## src/rtl/key_encoder.sv

```systemverilog
// key_encoder
//   Front-panel key encoder for the piano. Synchronises and debounces the
//   eight key switches plus the upper-bank select, then encodes the lowest
//   pressed key into a 4-bit note index {bank, position}. Produces
//   one-cycle press/release pulses and a held-level flag. All outputs are
//   registered.
//
// Ports
//   clk           system clock, rising edge
//   rst           asynchronous active-high reset
//   key_in[7:0]   raw key switches (bit i = key i), asynchronous to clk
//   higher_8_sel  raw bank select, asynchronous; 1 selects notes 8-15
//   key_index     {bank, key position} of the currently held note
//   key_valid     high while a note is held
//   key_press     one-cycle pulse when a new note index becomes held
//   key_release   one-cycle pulse when the held note ends or is replaced
//   multi_key     high while two or more keys are stable-pressed
//
// Configuration
//   KEY_MULTI_ERR_EN  when defined, two or more stable keys raise multi_key
//                     and count as "no key"; when undefined the lowest key
//                     wins and multi_key stays 0.
//
// Parameters
//   DEBOUNCE_CYCLES   cycles a synchronised vector must stay unchanged
//                     before it is accepted (1 .. 2^24-1)

module key_encoder #(
  parameter int DEBOUNCE_CYCLES = 2_000_000
) (
  input  logic       clk,
  input  logic       rst,
  input  logic [7:0] key_in,
  input  logic       higher_8_sel,
  output logic [3:0] key_index,
  output logic       key_valid,
  output logic       key_press,
  output logic       key_release,
  output logic       multi_key
);

  localparam int CW = $clog2(DEBOUNCE_CYCLES + 1);
  localparam logic [CW-1:0] CNT_LAST = CW'(DEBOUNCE_CYCLES - 1);
  localparam logic [CW-1:0] CNT_MAX  = '1;

  typedef enum logic {
    IDLE,
    HELD
  } state_t;

  logic [8:0]    sync_meta;
  logic [8:0]    sync_vec;
  logic [8:0]    candidate;
  logic [8:0]    stable_vec;
  logic [CW-1:0] count;

  logic [2:0]    pos;
  logic [3:0]    new_index;
  logic          key_present;
  logic          multi_next;

  state_t        state;
  state_t        state_next;
  logic [3:0]    index_next;
  logic          valid_next;
  logic          press_next;
  logic          release_next;

  // Two-flop synchroniser for the whole raw vector, bank select on top.
  always_ff @(posedge clk or posedge rst) begin
    if (rst) begin
      sync_meta <= '0;
      sync_vec  <= '0;
    end else begin
      sync_meta <= {higher_8_sel, key_in};
      sync_vec  <= sync_meta;
    end
  end

  // Debounce filter: any change restarts the count on the new candidate.
  // The candidate is accepted exactly once, when the count hits its last
  // value; the counter then keeps running up to saturation so it never
  // passes through that value again for the same candidate.
  always_ff @(posedge clk or posedge rst) begin
    if (rst) begin
      candidate  <= '0;
      count      <= '0;
      stable_vec <= '0;
    end else if (sync_vec != candidate) begin
      candidate <= sync_vec;
      count     <= '0;
    end else begin
      if (count != CNT_MAX) begin
        count <= count + CW'(1);
      end
      if (count == CNT_LAST) begin
        stable_vec <= candidate;
      end
    end
  end

  // Priority encoder: loop runs high to low so the lowest set bit is the
  // last assignment and therefore wins.
  always_comb begin
    pos = 3'd0;
    for (int i = 7; i >= 0; i--) begin
      if (stable_vec[i]) begin
        pos = 3'(i);
      end
    end
  end

  assign new_index = {stable_vec[8], pos};

`ifdef KEY_MULTI_ERR_EN
  // v & (v-1) clears the lowest set bit; anything left means 2+ keys.
  logic multi_det;
  assign multi_det   = (stable_vec[7:0] & (stable_vec[7:0] - 8'd1)) != 8'd0;
  assign key_present = (stable_vec[7:0] != 8'd0) && !multi_det;
  assign multi_next  = multi_det;
`else
  assign key_present = (stable_vec[7:0] != 8'd0);
  assign multi_next  = 1'b0;
`endif

  // Next-state and next-output logic. A different index while held is
  // reported as release and press in the same cycle.
  always_comb begin
    state_next   = state;
    index_next   = key_index;
    press_next   = 1'b0;
    release_next = 1'b0;
    case (state)
      IDLE: begin
        if (key_present) begin
          state_next = HELD;
          index_next = new_index;
          press_next = 1'b1;
        end
      end
      HELD: begin
        if (!key_present) begin
          state_next   = IDLE;
          release_next = 1'b1;
        end else if (new_index != key_index) begin
          index_next   = new_index;
          press_next   = 1'b1;
          release_next = 1'b1;
        end
      end
      default: begin
        state_next = IDLE;
      end
    endcase
    valid_next = (state_next == HELD);
  end

  // State and registered outputs. Reset clears everything without
  // producing a release pulse.
  always_ff @(posedge clk or posedge rst) begin
    if (rst) begin
      state       <= IDLE;
      key_index   <= 4'd0;
      key_valid   <= 1'b0;
      key_press   <= 1'b0;
      key_release <= 1'b0;
      multi_key   <= 1'b0;
    end else begin
      state       <= state_next;
      key_index   <= index_next;
      key_valid   <= valid_next;
      key_press   <= press_next;
      key_release <= release_next;
      multi_key   <= multi_next;
    end
  end

endmodule

```

## config.mk

```make
export PLATFORM = sky130hd
export DESIGN_NAME = key_encoder
export DESIGN_NICKNAME = d
export VERILOG_FILES = /design/src/rtl/key_encoder.sv
export SDC_FILE = /design/constraint.sdc
export NUM_CORES = 1
export LEC_CHECK = 0
export CORE_UTILIZATION = 58
export CTS_BUF_LIST = sky130_fd_sc_hd__clkbuf_16
export DETAILED_ROUTE_END_ITERATION = 16
export GPL_TIMING_DRIVEN = 0
export HOLD_SLACK_MARGIN = 0.03
export PLACE_DENSITY_LB_ADDON = 0.1
export SYNTH_ARGS = -nofsm -noshare
export SYNTH_HDL_FRONTEND = slang
export SYNTH_SLANG_ARGS = --single-unit
```

## constraint.sdc

```tcl
create_clock -name clk -period 2.75 [get_ports clk]
set_input_delay 0.825 -clock clk [delete_from_list [all_inputs] [get_ports clk]]
set_output_delay 0.825 -clock clk [all_outputs]
set_load 0.1 [all_outputs]
```

==> impl.org, run 1 <==
** Outcome
- The flow ran to the end, and the final reports show no timing, DRC or antenna violations.

** STA
- Setup clock skew after layout :: roughly 0.008 ns
- Worst Max-Slew Pin Slew :: between 0.9 and 1 ns
- Setup repair after global routing left no endpoint under its margin.
- Hold Vio Cnt, Final :: 0
- Achievable frequency :: between 0.3 and 0.4 GHz
- Clock period minus worst slack :: 2.71 ns
- The final-report max-slew violation count came to 0.
- Ratio of final minimum period to clock period :: roughly 100%
- Setup violation total in the final timing report :: 0
- In this run the tightest slew margin relative to its limit is 35.4%.

** Placed design
- Weighted congestion reported at the end of routability-driven placement :: between 0.8 and 0.9
- Once detailed placement completed, the half-perimeter wirelength came to 3.35 mm.
- Port buffering added 17 buffers.
- Number of instances in the placed design :: approximately 330

** Pwr
- Reported net switching power :: 0.424 mW
- Leakage power summed over all cells :: between 1 and 1.5 nW
- The clock network burns a little under three fifths of the power.
- Switching part of the total :: between 10% and 20%
- Across the VDD grid, the largest voltage drop is around 0.0006 V.
- The completed layout was analyzed and its total power is approximately 2.3 mW.
- Sequential cells account for a little over two fifths of the total power.
- For this design the ratio of total power to cell area is ~660 nW/µm².
- Internal power comes to about 1.9 mW.
- Combinational group share of total power :: under 10%

** Worst setup path
- R2r worst-path depth :: 6
- Peak fanout along the critical path :: 6
- Reg2reg start :: count[0]
- Worst path depth :: 1
- The slowest stage of the critical path belongs to the cell sky130_fd_sc_hd__clkdlybuf4s50_1.
- Crit path cell chain :: clkdlybuf4s50_1
- Data arrival time of the critical path :: roughly 1.9 ns
- Together, buffers and inverters on the worst path number 1.
- Element type at the critical path start :: flip-flop
- Slack of the worst reg-to-reg path :: 0.71 ns
- STA classifies the critical path endpoint as a primary output.
- Reg-to-reg endpoint :: count[1]
- For this run, the slowest stage of the critical path takes 1.16 ns.
- By startpoint and endpoint, the worst setup path is classified as flip-flop to primary output.
- Required time of the critical path :: 1.93 ns
- CP delay by family, top :: buffers and inverters

** Synthesis
- Cell Area, Synth :: around 2800 µm²
- The most used flip-flop cell after synthesis is sky130_fd_sc_hd__dfrtp_1.
- For this run, the register share of the synthesized area comes to a little under three fifths.
- Synth Warn # :: 0
- Top area cells in the synthesized netlist :: sky130_fd_sc_hd__dfrtp_1, sky130_fd_sc_hd__mux2_4, sky130_fd_sc_hd__xnor2_1
- Area share of the leading cell type in the synthesized netlist :: 56.4%
- Yosys top cell by area :: sky130_fd_sc_hd__dfrtp_1
- Dominant cell by count in the synthesized netlist :: sky130_fd_sc_hd__dfrtp_1
- Number of distinct library cells after synthesis :: 52
- Counting every net in the synthesized netlist gives between 200 and 300.
- Leading cell types by count after synthesis :: sky130_fd_sc_hd__dfrtp_1, sky130_fd_sc_hd__nor2_1, sky130_fd_sc_hd__clkbuf_1
- The synthesized design contains 64 register bits.
- Proportion of synthesized flip-flops having asynchronous set or reset :: 100%
- Synthesized instance count :: ~250
- Synthesized area per cell :: 11.5 µm²
- Yosys mapped a number of flops with a built-in enable equal to 0.

** Clocking
- The tree built by TritonCTS fans out to 64 sinks.
- Post-cts hold buffer count :: 0
- CTS placed an instance of sky130_fd_sc_hd__clkbuf_16 at the clock tree root.
- TritonCTS clock tree :: done
- Total CTS buffers :: 9
- Clock latency at the later pin of the worst-skew pair :: between 0.3 and 0.4 ns
- The H-tree was split into 3 levels.
- Post-cts resize count :: 1
- Max Root-Sink Buffers :: 2
- Setup Fix Bufs, Post-CTS :: 0
- Clock transition at the registers of the reported paths :: 0.05 ns

** Die
- In this run the core area contains 25 standard-cell rows.
- Core Footprint :: approximately 4700 µm²
- The floorplan step defined a die boundary enclosing between 5000 and 6000 µm².
- The die is between 70 and 80 µm wide.
- From bottom edge to top edge, the die measures just over 70 µm.
- The initial utilization of the core area, before any placement, comes to between 60 and 70%.
- I/O pin cnt :: 19

** Final layout
- Filler-free cell count of the finished design :: roughly 350
- # diodes :: 0
- # nets final :: 288
- Summing all multi-input logic gate instances after layout gives around 1100 µm².
- Area occupied by registers :: between 1500 and 2000 µm²
- Number of fillers in the final layout :: 345
- Compared with the post-synthesis result, the final layout area differs by 21.4%.
- In the final layout, the share of cells above drive strength 1 is between 10% and 20%.

** Worst hold path
- The tightest min-delay check is of the flip-flop to flip-flop type.
- The worst hold path terminates at sync_vec[6].
- HP Start :: sync_meta[6]
- Number of instances on the worst hold path :: 0

** Global routing
- Gr ovfl total :: 0
- First-pass GRT wire length :: between 8 and 9 mm
- Pin count of the biggest net entering global routing :: 36
- Total routing usage reported by global routing :: a little over a fifth
- Antenna violations before repair :: 0
- The number of global-route vias before repair was approximately 1800.

** Drt
- After detailed routing, the average wire length per cell comes to roughly 14 µm.
- Dividing the detail-routed via count by the number of cells gives about 5.5.
- Count of nets left with antenna violations after detail routing :: 0
- The first detailed-routing pass ran for 4 iterations.
- Post-Route WL :: 4.85 mm
- In the routed design, unresolved DRC markers number 0.
- Via count :: about 1900
- DRC violation total after the first TritonRoute iteration :: around 120

** Job
- Max-cap violations :: 0
[power groups by stage]
stage / Sequential (mW) / Combinational [mW] / Clock (mW)
2_1_floorplan: 0.988 / 0.0347 / 0
3_3_place_gp: 0.990 / 0.0539 / 0
3_5_place_dp: 0.990 / 0.0591 / 0
4_1_cts: 0.974 / 0.0593 / 1.27
5_1_grt: 0.976 / 0.0646 / 1.32
6_report: 0.974 / 0.0574 / 1.26
[sequential cells by signal, indices dropped and copies added, names as in the netlist]
name / flops
count: 21
candidate: 9
stable_vec: 9
sync_meta: 9
sync_vec: 9
key_index: 4
key_press: 1
key_release: 1
state: 1
[layer usage]
layer	wire, µm	global-route usage [%]	share of wire, %
met1	2390	31.0	49
met3	226	6.67	4.7
met5	0	0	0
met4	42	6.54	0.87
met2	2190	32.2	45
[how the worst max path moves through the flow]
stage,startpoint,to
global route,state,key_valid
finish,state,key_valid
CTS,state,key_valid
global placement,rst,candidate[0]
detailed placement,key_index[1],key_index[1]
floorplan,rst,candidate[0]
[per-stage QoR]
| stage | setup TNS (ns) | setup WS, ns | hold WS, ns | utilization (%) | area, µm² |
|---|---|---|---|---|---|
| 2_1_floorplan | 0 | 0.327 | 0.331 | - | 2840 |
| 3_3_place_gp | -42.70 | -0.668 | 0.331 | 65.5 | 3090 |
| 3_5_place_dp | 0 | 0.328 | 0.335 | 65.9 | 3110 |
| 4_1_cts | 0 | 0.0199 | 0.346 | 73.0 | 3450 |
| 5_1_grt | 0 | 0.0107 | 0.348 | 73.0 | 3450 |
| 6_report | 0 | 0.0354 | 0.346 | 73.0 | 3450 |
[cell type report]
type / instances / area share [%]
buffer: 15 / 1.96
clock buffer: 9 / 6.54
clock inverter: 6 / 3.16
inverter: 6 / 0.654
multi-input combinational: 162 / 33.3
sequential: 64 / 46.5
tap: 67 / 2.43
timing repair buffer: 18 / 5.48
[cells by family (layout without fill, tap and decap cells)]
group | Yosys count | count (layout) | share of synthesized area (%)
AO/OA/AOI/OAI | 39 | 39 | 10.4
adder cells (fa/ha/maj) | 1 | 1 | 0.441
AND/OR/NAND/NOR | 87 | 87 | 16.9
XOR/XNOR | 24 | 24 | 7.40
other | 1 | 1 | 0.132
multiplexers | 10 | 10 | 5.11
buffers and inverters | 21 | 54 | 3.17
flip-flops | 64 | 64 | 56.4
[cells in the final DEF, fill, tap and decap left out, drive strengths merged, types with 3 or more instances in the layout]
cell / n
bufinv: 3
nor4: 5
a2111oi: 3
and2: 4
nand3: 9
mux2: 9
inv: 6
buf: 3
nand4: 6
xnor2: 12
o2111ai: 3
xor2: 12
o211ai: 3
o31ai: 5
nor3: 4
clkinv: 3
and3: 6
a211oi: 3
nor2: 24
nand2: 12
o21ai: 4
dfrtp: 64
or3: 5
a21oi: 8
clkdlybuf4s50: 16
clkbuf: 22
No activity file was read; power rests on OpenSTA's default activity.
==> run 2: changes to the inputs <==
- SLEW_MARGIN: unset -> 10
==> run 2 against run 1 <==
Power shrank 3.1%. First-iteration DRC count grew 51%. Largest cell class unchanged. Critical path depth is the same. Core utilization shrank 0.64 points.
==> impl.org, run 2 (synthesis gave the netlist of run 1 again) <==
** Die
- The core region is ~4700 µm².
- Once the floorplan was initialized, standard cells occupied about three fifths of the core.
- Die ar. :: 5180 µm²
- I/O pin cnt :: 19
- Overall die width :: just over 70 µm
- Floorplan die height :: a little over 70 µm
- Number of placement rows :: 25

** Worst setup path
- The signal on the critical path passes through clkdlybuf4s50_1.
- The worst setup path is launched from a flip-flop.
- The critical path is of the flip-flop to primary output type.
- Data on the critical path is required at its endpoint by 1.93 ns.
- Peak fanout along the critical path :: 6
- The critical path ends at key_valid.
- Kind of end point of the critical path :: primary output
- CP delay by family, top :: buffers and inverters
- Worst Setup SP :: state
- Slack of the worst reg-to-reg path :: 0.68 ns
- Reg-to-reg endpoint :: stable_vec[1]
- Reg2reg start :: candidate[1]
- Together, buffers and inverters on the worst path number 1.
- For this run, the slowest stage of the critical path takes around 1.2 ns.
- Data arrival time of the critical path :: approximately 1.9 ns
- Slowest stage cell on the critical path :: sky130_fd_sc_hd__clkdlybuf4s50_1
- Counting cells, the worst reg-to-reg path comes to 6.
- Worst path depth :: 1

** Clocking
- The root buffer cell chosen for the clock tree is sky130_fd_sc_hd__clkbuf_16.
- Max Root-Sink Buffers :: 2
- H-Tree Level Count :: 3
- The number of clock buffers added by TritonCTS is 9.
- Clock Sink Count :: 64
- Clock transition at the registers of the reported paths :: about 0.060 ns
- Post-cts hold buffer count :: 0
- At the later pin of the worst-skew pair, clock insertion delay measures 0.32 ns.
- TritonCTS clock tree :: done

** Drt
- Summing over every cut layer, the via total after detailed routing is around 1900.
- For this run, design rule violations remaining after detail routing come to 0.
- DRC violation total after the first TritonRoute iteration :: 187
- Once detail routing completed, the nets flagged for antenna violations numbered 0.
- First-pass iteration count of the detailed router :: 4
- After detailed routing, the average wire length per cell comes to 14.3 µm.
- Wires add up to ~5.0 mm.
- Amount of wire on met3 after detailed routing :: 275 µm
- Highest metal layer with signal wires :: met4
- Met2 wirelength from detailed routing :: roughly 2.3 mm
- Using the TritonRoute via totals, the vias-per-cell ratio works out to around 5.6.
- Met1 Wirelength :: about 2.3 mm

** Placed design
- Count of port buffers added during placement :: 17
- In this run the cell area measured after placement is about 3100 µm².
- After legalization and detailed placement, the total HPWL measured between 3 and 4 mm.
- Prior to clock tree synthesis, the placed netlist has a worst setup slack of roughly 0.32 ns.
- Weighted congestion reported at the end of routability-driven placement :: slightly below 0.9

** STA
- The hold violation count in the final report came to 0.
- For the pin with the worst max-slew slack, the measured transition is a little under 1 ns.
- Of the available clock period, the critical path in the final layout requires about 99%.
- Relative slew margins :: 35.4%
- RSZ-0062 raised after global routing :: false
- Subtracting the final worst setup slack from the clock period gives roughly 2.7 ns.
- For the final routed database, the setup TNS stands at 0 ns.
- Timing would allow up to approximately 0.37 GHz.
- Slack of the critical path :: ~0.027 ns
- The clock arrives with roughly 0.0057 ns of skew.
- Count of final max-slew check failures :: 0
- Setup violations remaining at the end of the flow were counted as 0.

** Final layout
- Of the cells placed in the final design, the portion with a size suffix greater than 1 is 12.9%.
- Final instance area :: ~3400 µm²
- Flip-flop count of the largest register after layout :: 21
- Most frequent cells in the layout :: sky130_fd_sc_hd__dfrtp_1, sky130_fd_sc_hd__nor2_1, sky130_fd_sc_hd__clkdlybuf4s50_1
- Most common cell after layout, fill and taps aside :: sky130_fd_sc_hd__dfrtp_1
- The repair_antennas step left the layout with diodes totalling 0.
- Area added between synthesis and finish :: 20.3%
- Fraction of the core area covered by cells at the end of the flow :: a little over 70%
- # nets final :: 287
- Counting flops per register, the top entry is count.

** Pwr
- In this run the static leakage power is about 1.4 nW.
- Power per standard cell area :: 650 nW/µm²
- Peak ir drop on the vdd network :: approximately 0.00065 V
- Post-layout power :: ~2.2 mW

** Outcome
- The run finished with clean final reports.

** Global routing
- Antenna violations before repair :: 0
- Pin count of the biggest net entering global routing :: 65
- First-pass GRT wire length :: between 8 and 9 mm
- The number of global-route vias before repair was ~1800.
- In the global route stage, overall resource usage came out at 22.4%.
- Summed over all layers, the global routing overflow is 0.

** Worst hold path
- Min-Delay Path Class :: flip-flop to flip-flop

** Job
- Max-cap violations :: 0
run 2: where the power goes:
group	internal [mW]	total, mW	switching (mW)
registers	0.963	0.974	0.0111
logic	0.0231	0.0544	0.0313
clock network	0.792	1.19	0.399
total	1.78	2.22	0.441
run 2: cell type report:
| cell class | count | area [µm²] |
|---|---|---|
| Buffer | 15 | 67.6 |
| Clock buffer | 9 | 225 |
| Clock inverter | 7 | 96.3 |
| Fill cell | 326 | 1310 |
| Inverter | 6 | 25.0 |
| Multi-Input combinational cell | 162 | 1150 |
| Sequential cell | 64 | 1600 |
| Tap cell | 67 | 83.8 |
| Timing Repair Buffer | 17 | 169 |
run 2: metrics by stage:
stage | hold WS [ns] | instances
floorplan | 0.331 | 247
global placement | 0.331 | 331
detailed placement | 0.335 | 331
CTS | 0.346 | 347
global route | 0.350 | 347
finish | 0.345 | 347
run 2: worst min-delay path by stage:
stage | start | to | cells past startpoint
detailed placement | sync_meta[3] | sync_vec[3] | 0
global placement | sync_meta[6] | sync_vec[6] | 0
CTS | sync_meta[3] | sync_vec[3] | 0
floorplan | sync_meta[0] | sync_vec[0] | 0
finish | sync_meta[2] | sync_vec[2] | 0
global route | sync_meta[4] | sync_vec[4] | 0
run 2: per-layer routing:
layer	vias to the layer above	track usage [%]
met5	-	0
met4	0	9.80
met3	8	5.83
met2	51	32.2
met1	939	32.4
li1	941	-
run 2: timing repair:
| item | 4_1_cts | 5_1_grt |
|---|---|---|
| gates resized for setup | 1 | 0 |
| setup buffers | 0 | 0 |
| setup endpoints to repair | 1 | 0 |
